--- src/rtl/mix_columns_engine.sv ---
// mix_columns_engine: AES MixColumns/InvMixColumns over a valid/ready handshake,
// transforming LANES 32-bit columns per cycle with xtime arithmetic.
module mix_columns_engine #(
    parameter int LANES = 1
) (
    input  logic         clk,
    input  logic         rst_n,
    input  logic         in_valid,
    output logic         in_ready,
    input  logic         in_mode,
    input  logic [127:0] in_data,
    output logic         out_valid,
    input  logic         out_ready,
    output logic [127:0] out_data,
    output logic         busy
);
    if (LANES != 1 && LANES != 2 && LANES != 4) begin : g_bad_lanes
        $error("mix_columns_engine: LANES must be 1, 2 or 4");
    end

    typedef enum logic [1:0] {IDLE, BUSY, DONE} state_t;

    state_t       state, state_nxt;
    logic [127:0] work, work_nxt;
    logic         mode;
    logic [1:0]   col, c;
    logic         last;

    function automatic logic [7:0] xt(input logic [7:0] b);
        return {b[6:0], 1'b0} ^ (b[7] ? 8'h1b : 8'h00);
    endfunction

    // Multiply by a 4-bit constant as an XOR of the 1/2/4/8 multiples.
    function automatic logic [7:0] gm(input logic [7:0] b, input logic [3:0] k);
        logic [7:0] m2, m4, m8;
        m2 = xt(b);
        m4 = xt(m2);
        m8 = xt(m4);
        return (k[0] ? b : 8'h00) ^ (k[1] ? m2 : 8'h00) ^ (k[2] ? m4 : 8'h00) ^ (k[3] ? m8 : 8'h00);
    endfunction

    function automatic logic [31:0] mix(input logic [31:0] x, input logic inv);
        logic [7:0]  a [4];
        logic [31:0] r;
        r = '0;
        for (int i = 0; i < 4; i++) a[i] = x[31-8*i -: 8];
        for (int i = 0; i < 4; i++)
            r[31-8*i -: 8] = inv ? gm(a[i], 4'he) ^ gm(a[(i+1)%4], 4'hb) ^ gm(a[(i+2)%4], 4'hd) ^ gm(a[(i+3)%4], 4'h9)
                                 : gm(a[i], 4'h2) ^ gm(a[(i+1)%4], 4'h3) ^ a[(i+2)%4] ^ a[(i+3)%4];
        return r;
    endfunction

    always_comb begin
        last      = (3'(col) + 3'(LANES)) == 3'd4;
        state_nxt = (state == IDLE && in_valid)  ? BUSY :
                    (state == BUSY && last)      ? DONE :
                    (state == DONE && out_ready) ? IDLE : state;
        work_nxt  = work;
        c         = col;
        for (int l = 0; l < LANES; l++) begin
            c = col + 2'(l);
            work_nxt[127-32*int'(c) -: 32] = mix(work[127-32*int'(c) -: 32], mode);
        end
    end

    always_ff @(posedge clk or negedge rst_n) begin
        if (!rst_n) begin
            state    <= IDLE;
            work     <= '0;
            mode     <= 1'b0;
            col      <= '0;
            out_data <= '0;
        end else begin
            state <= state_nxt;
            if (state == IDLE && in_valid) begin
                work <= in_data;
                mode <= in_mode;
                col  <= '0;
            end
            if (state == BUSY) begin
                work <= work_nxt;
                col  <= col + 2'(LANES);
                if (last) out_data <= work_nxt;
            end
        end
    end

    assign in_ready  = state == IDLE;
    assign out_valid = state == DONE;
    assign busy      = state != IDLE;
endmodule

--- config.mk ---
export PLATFORM = sky130hd
export DESIGN_NAME = mix_columns_engine
export DESIGN_NICKNAME = d
export VERILOG_FILES = /design/src/rtl/mix_columns_engine.sv
export SDC_FILE = /design/constraint.sdc
export NUM_CORES = 1
export LEC_CHECK = 0
export CORE_AREA = 8 8 166 168
export CTS_BUF_LIST = sky130_fd_sc_hd__clkbuf_4 sky130_fd_sc_hd__clkbuf_8
export CTS_CLUSTER_DIAMETER = 60
export DETAILED_ROUTE_END_ITERATION = 10
export DIE_AREA = 0 0 174 176
export PLACE_DENSITY = 0.87
export REMOVE_ABC_BUFFERS = 1
export SLEW_MARGIN = 40
export SYNTH_ARGS = -nofsm -noshare
export SYNTH_HDL_FRONTEND = slang
export SYNTH_SLANG_ARGS = --single-unit
--- constraint.sdc ---
create_clock -name clk -period 5.3 [get_ports clk]
set_clock_uncertainty 0.2 [all_clocks]
set_input_delay 1.06 -clock clk [delete_from_list [all_inputs] [get_ports clk]]
set_output_delay 1.06 -clock clk [all_outputs]
set_load 0.005 [all_outputs]
==> results.md, run 1 <==
- Area Overhead vs Synth: 26.6%
- Share of layout cells above drive strength 1: 0.117
- Power per Cell Area: roughly 220 nW/µm²
- Final Wtd Congestion: 0.956
- DR vias/cell: about 6.5
- Status: completed
- FFs w/ async S/R, synth: 1.00
- Synth top area cells: dfrtp_1 (45%), xnor2_1 (8.0%), a22oi_1 (5.3%)
- Top fanout value on the critical path: 28
- CTS Buffer Depth: 3
- EDFF count, synth: 0
- Largest net degree at the start of global routing: 85
- Sw Ratio: 0.218
- Hold Path Class: primary input to async pin
- Clock transition at the registers of the reported paths: 0.06 ns
- Core ar.: between 20000 and 25000 µm²
- Critical Path RT: 5.50 ns
- Vert. Die Dim: 176 µm
- CP endpoint kind: register
- Share of the synthesized area in the top cell type: 0.454
- P_leak: 8.40 nW
- Final WL: 47.9 mm
- Largest area contributor in the netlist: dfrtp_1
- Synthesized area: around 14000 µm²
- DRT Pass-1 Iters: 9
- Final period util: 0.857
- Syn. warnings: 0
- Worst-margin pin slew: about 0.88 ns
- Core Rows: 58
- Rel. slew slack: 0.412
- Placement Cell Area: between 15000 and 20000 µm²
- Die area: 30600 µm²
- H-tree lvl count: 2
- Max-cap violation count: 0
- Root buf cell: clkbuf_8
- I/O pin count: 264
- Buf/Inv on CP: 1
- Worst EP arrival: approximately 4.7 ns
- Clock power share: 0.463
- Final setup fails: 0
- HPWL after DPL: 32.9 mm
- Critical path's top delay family: XOR/XNOR gates
- Initial Util: 0.579
- CTS Hold Bufs: 0
- Total track usage: 0.305
- Primary FF master, synth: dfrtp_1
- CTS tree: done
- Layout filler cell count: 1753
- Synthesized flop and latch total: 261
- Fin area: roughly 18000 µm²
- CP cell instances: buf_12 -> mux4_2 -> xor2_1 -> xnor3_1 -> xnor2_1 -> xnor2_1 -> nand2_1 -> xnor2_1 -> o21ai_0
- Unrepaired setup endpoints after global routing: false
- Switch Pwr: just under 0.9 mW
- Initial antenna violation count: 0
- Post-route setup slack: 0.759 ns
- Power share of the combinational group: 0.039
- Vias: 12600
- Sequential share of the synthesized area: 0.454
- TritonCTS Buffers: 43
- Setup TNS: 0 ns
- Fin crit period: 4.54 ns
- Clk Latency, worst-skew pair: 0.55 ns
- Overflow after GRT: 0
- Worst path max stage delay: between 0.7 and 0.8 ns
- FF/Latch Area: between 6000 and 7000 µm²
- Drt initial violations: 1688
- Setup repair bufs after CTS: 0
- Worst VDD drop: 0.170 mV
- CP Class: register to register
- Final Hold Slack: 0.232 ns
- Nets: 1709
- Syn Inst Count: approximately 1300
- CTS sink count: around 260
- Sequential Power Share: 0.498
- Cell-internal power: 3.13 mW
- Netlist cell types: 50
- Max stage delay cell, worst path: mux4_2
- Synth Area per Inst: around 11 µm²
- Final ANT Viol Nets: 0
- Final Hold Violating Endpoints: 0
- Die Wd: 174 µm
- Final Slew Violations: 0
- Multi-input logic area: 7310 µm²
- Worst setup SP type: register
- Global-route wire length before repair: 74.1 mm
- CP most frequent cell: xnor2_1
- Total power: 4.00 mW
- # DRC: 0
- Resized Gates After CTS: 0
- PortBufs: 263
- Worst slack, placed: 0.929 ns
- Inserted Diodes: 0
- FMAX: 220 MHz
- Vias in the first global route: ~13000
- Wire per inst: 24.8 µm
==> state kept, by name, summed over array words and instances, names as in the netlist <==
name	flops
out_data	128
state	2
col	2
work	128
mode	1
==> metrics by stage <==
stage               instances  utilization
floorplan                1236            -
global placement         1856        0.694
detailed placement       1857        0.695
CTS                      1933        0.732
global route             1933        0.733
finish                   1933        0.733
==> cell type report <==
| class | count | share of cell area |
|---|---|---|
| clock inverter | 7 | 0.00227 |
| timing repair buffer | 291 | 0.159 |
| sequential | 261 | 0.359 |
| tap | 330 | 0.0227 |
| multi-input combinational | 939 | 0.402 |
| clock buffer | 69 | 0.0480 |
| inverter | 36 | 0.00742 |
==> cells in the mapped netlist (all sizes together), types with 6 or more instances <==
master / number
buf: 27
xor3: 6
a22oi: 101
xor2: 33
a2bb2oi: 15
nor2: 98
xnor3: 20
mux4: 32
a221oi: 30
a222oi: 27
a21oi: 50
nand3: 12
a21o: 7
dfrtp: 261
inv: 34
and3: 28
a221o: 7
o21ai: 162
mux2i: 8
xnor2: 154
nand2: 114
a31oi: 6
clkbuf: 71
==> power groups by stage <==
stage	sequential [mW]	clock (mW)	combinational, mW
after floorplan	2.03	0	0.00103
after global placement	2.03	0	0.155
after detailed placement	2.03	0	0.157
after CTS	1.99	1.86	0.158
after global routing	1.99	1.95	0.167
final	1.99	1.85	0.156
==> cells by family (layout without fill, tap and decap cells) <==
kind of cell,count (synthesis),in the layout,synth area share
simple gates,266,266,0.0776
mux,41,41,0.0591
xor+xnor,213,213,0.173
fa+ha+maj,4,4,0.00348
buf+inv,134,403,0.0421
compound gates,415,415,0.190
flops,261,261,0.454
==> layer usage <==
metal / global-route usage / share of wire / wire length [µm] / vias to the layer above
met1: 0.389 / 0.38 / 18100 / 6195
li1: - / - / - / 5313
met4: 0.134 / 0.039 / 1860 / 0
met3: 0.0611 / 0.10 / 4790 / 163
met2: 0.504 / 0.48 / 23200 / 920
met5: 0 / 0 / 0 / -
==> worst register-to-register path: cells and delay by family (launching register included) <==
kind	cells	cell delay, ns
xor+xnor	5	2.16
mux	1	0.81
flops	1	0.65
buf+inv	1	0.28
compound gates	1	0.20
simple gates	1	0.10
==> placed cells by master (no fill, tap or decap), drive strengths merged, types with 3 or more instances in the layout <==
master / netlist / layout
a21o: 7 / 7
nor2: 98 / 98
dfrtp: 261 / 261
ha: 4 / 4
nor3: 5 / 5
a2bb2oi: 15 / 15
inv: 34 / 34
mux4: 32 / 32
and2: 3 / 3
xor3: 6 / 6
a22oi: 101 / 101
a31oi: 6 / 6
xor2: 33 / 33
xnor3: 20 / 20
nand3: 12 / 12
xnor2: 154 / 154
clkdlybuf4s50: 0 / 262
mux2i: 8 / 8
o22ai: 5 / 5
buf: 27 / 29
o21ai: 162 / 162
a222oi: 27 / 27
nand2: 114 / 114
a221o: 7 / 7
a32oi: 4 / 4
nand2b: 3 / 3
a21oi: 50 / 50
a221oi: 30 / 30
and3: 28 / 28
clkinv: 2 / 8
clkbuf: 71 / 69
==> worst paths after layout <==
path,slack [ns],startpoint,cells after the start,endpoint
max in group asynchronous,3.56,rst_n,3,out_data[3]
worst min register to register,0.28,out_data[72],2,out_data[72]
worst max-delay path,0.76,col[0],9,work[85]
min in group clk,0.28,out_data[72],2,out_data[72]
worst max register to register,0.76,col[0],9,work[85]
worst min-delay path,0.23,rst_n,1,out_data[46]
Note: power is estimated with default switching activity, not from simulation.
==> run 2, diff against run 1 <==
- CORE_AREA: 8 8 166 168 -> 8 8 207 209
- DIE_AREA: 0 0 174 176 -> 0 0 215 217
- PLACE_DENSITY: 0.87 -> not set
==> run 2 against run 1 <==
- worst hold slack gained 0.0047 ns
- die area grew 52%
- power grew 5.1%
- cell count grew 10%
- non-clock buffer count is the same
==> results.md, run 2 (synthesis gave the netlist of run 1 again) <==
- Unrepaired setup endpoints after global routing: false (unchanged)
- Sequential Power Share: 0.474 (was 0.498)
- Clock power share: 0.488 (was 0.463)
- Root buf cell: clkbuf_8 (unchanged)
- CP endpoint kind: register (unchanged)
- Share of layout cells above drive strength 1: 0.118 (was 0.117)
- Fin crit period: 4.53 ns (was 4.54 ns)
- Clock transition at the registers of the reported paths: 0.06 ns (about the same)
- Core Rows: 73 (was 58)
- Max stage delay cell, worst path: mux4_1 (was mux4_2)
- Layout filler cell count: 3744 (was 1753)
- FF/Latch Area: 6530 µm² (unchanged)
- Critical path's top delay family: XOR/XNOR gates (unchanged)
- Max-cap violation count: 0 (unchanged)
- Global-route wire length before repair: 80.4 mm (was 74.1 mm)
- CP Class: register to register (unchanged)
- Sw Ratio: 0.219 (was 0.218)
- Reg2reg path depth: 9 (unchanged)
- P_leak: 8.46 nW (was 8.40 nW)
- Placed Cells: 2052 (was 1857)
- Final WL: 53.9 mm (was 47.9 mm)
- Setup repair bufs after CTS: 0 (unchanged)
- Worst EP arrival: 4.78 ns (was 4.74 ns)
- Drt initial violations: 1233 (was 1688)
- Worst VDD drop: 0.144 mV (was 0.170 mV)
- Commonest non-fill, non-tap cell in the layout: clkdlybuf4s50_1 (unchanged)
- TritonCTS Buffers: 46 (was 43)
- Final setup fails: 0 (unchanged)
- Top fanout value on the critical path: 35 (was 28)
- Overflow after GRT: 0 (unchanged)
- CTS sink count: 261 (unchanged)
- Power share of the combinational group: 0.038 (was 0.039)
- Initial Util: 0.364 (was 0.579)
- Rel. slew slack: 0.437 (was 0.412)
- Die area: 46700 µm² (was 30600 µm²)
- Core ar.: 39500 µm² (was 24800 µm²)
- CTS Buffer Depth: 3 (unchanged)
- Biggest regs: out_data x128, work x128 (unchanged)
- Switch Pwr: 0.920 mW (was 0.875 mW)
- Clk Latency, worst-skew pair: 0.58 ns (was 0.55 ns)
- CP cell instances: buf_12 -> mux4_1 -> xnor2_1 -> xnor2_1 -> xor3_1 -> a21oi_2 -> xor2_1 -> nor2_1 -> a221o_1 (was buf_12 -> mux4_2 -> xor2_1 -> xnor3_1 -> xnor2_1 -> xnor2_1 -> nand2_1 -> xnor2_1 -> o21ai_0)
- Placement Cell Area: 17600 µm² (was 17300 µm²)
- Total track usage: 0.223 (was 0.305)
- Crit path depth: 9 (unchanged)
- Worst path max stage delay: 0.81 ns (was 0.77 ns)
- I/O pin count: 264 (unchanged)
- Wire per inst: 25.3 µm (was 24.8 µm)
- CTS tree: done (unchanged)
- # DRC: 0 (unchanged)
- Nets: 1712 (was 1709)
- Final Hold Violating Endpoints: 0 (unchanged)
- Vias in the first global route: 12500 (was 13200)
- Initial antenna violation count: 1 (was 0)
- H-tree lvl count: 2 (unchanged)
- PortBufs: 263 (unchanged)
- CP most frequent cell: xnor2_1 (unchanged)
- Final period util: 0.854 (was 0.857)
- Final Wtd Congestion: 0.905 (was 0.956)
- Post-layout util: 0.471 (was 0.733)
- Die Wd: 215 µm (was 174 µm)
- Power per Cell Area: 226 nW/µm² (was 220 nW/µm²)
- Commonest cells after routing, fill and taps aside: clkdlybuf4s50_1 (262), dfrtp_1 (259), o21ai_0 (136) (unchanged)
- HPWL after DPL: 37.8 mm (was 32.9 mm)
- Area Overhead vs Synth: 29.3% (was 26.6%)
- Resized Gates After CTS: 0 (unchanged)
- Hold Path Class: primary input to async pin (unchanged)
- Cell-internal power: 3.29 mW (was 3.13 mW)
- Buf/Inv on CP: 1 (unchanged)
- DR vias/cell: 5.66 (was 6.51)
- Status: completed (unchanged)
- Worst-margin pin slew: 0.839 ns (was 0.882 ns)
- Final Slew Violations: 0 (unchanged)
- Final ANT Viol Nets: 0 (unchanged)
- DRT Pass-1 Iters: 7 (was 9)
- Largest net degree at the start of global routing: 78 (was 85)
- Worst setup SP type: register (unchanged)
- Vert. Die Dim: 217 µm (was 176 µm)
- Non-filler cells, final: 2132 (was 1933)
- CTS Hold Bufs: 0 (unchanged)
- Multi-input logic area: 7340 µm² (was 7310 µm²)
- Vias: 12100 (was 12600)
- Final Hold Slack: 0.237 ns (was 0.232 ns)
- Critical Path RT: 5.55 ns (was 5.50 ns)
- Fin area: 18600 µm² (was 18200 µm²)
- FMAX: 221 MHz (was 220 MHz)
-- run 2: changes by cell type in the layout (fill, tap and decap cells not counted), moves of 2 or more --
cell       delta
bufinv_16     +2
clkbuf_8      +4
clkinv_2      -2
o21ai_2       -3
o21ai_4       +3
-- run 2: final cells by class --
class	count	area share
antenna	1	0.000135
clock buffer	73	0.0500
clock inverter	6	0.00444
inverter	36	0.00727
multi-input combinational	939	0.395
sequential	261	0.352
tap	525	0.0353
timing repair buffer	291	0.156
-- run 2: metrics by stage --
stage	power, mW	worst slack [ns]	setup TNS [ns]
after floorplan	2.03	-0.100	-0.177
after global placement	2.19	0.645	0
after detailed placement	2.19	0.620	0
after CTS	4.25	0.611	0
after global routing	4.35	0.541	0
final	4.21	0.773	0
-- run 2: worst paths after layout --
| kind | end | start | slack, ns |
|---|---|---|---|
| setup / recovery | work[25] | col[0] | 0.77 |
| min in group clk | out_data[15] | out_data[15] | 0.28 |
| setup reg to reg | work[25] | col[0] | 0.77 |
| hold reg to reg | out_data[15] | out_data[15] | 0.28 |
| hold / removal | out_data[120] | rst_n | 0.24 |
| max in group asynchronous | col[0] | rst_n | 3.42 |
-- run 2: metal layers --
metal  share of wire  global-route usage
met5               0                   0
met1            0.42               0.295
met4           0.027              0.0729
met3           0.073              0.0416
met2            0.48               0.368
-- run 2: power by group through the flow --
| stage | clock network [mW] | logic (mW) | registers, mW |
|---|---|---|---|
| after floorplan | 0 | 0.00103 | 2.03 |
| after global placement | 0 | 0.163 | 2.03 |
| after detailed placement | 0 | 0.165 | 2.03 |
| after CTS | 2.09 | 0.166 | 1.99 |
| after global routing | 2.18 | 0.173 | 1.99 |
| final | 2.05 | 0.162 | 1.99 |
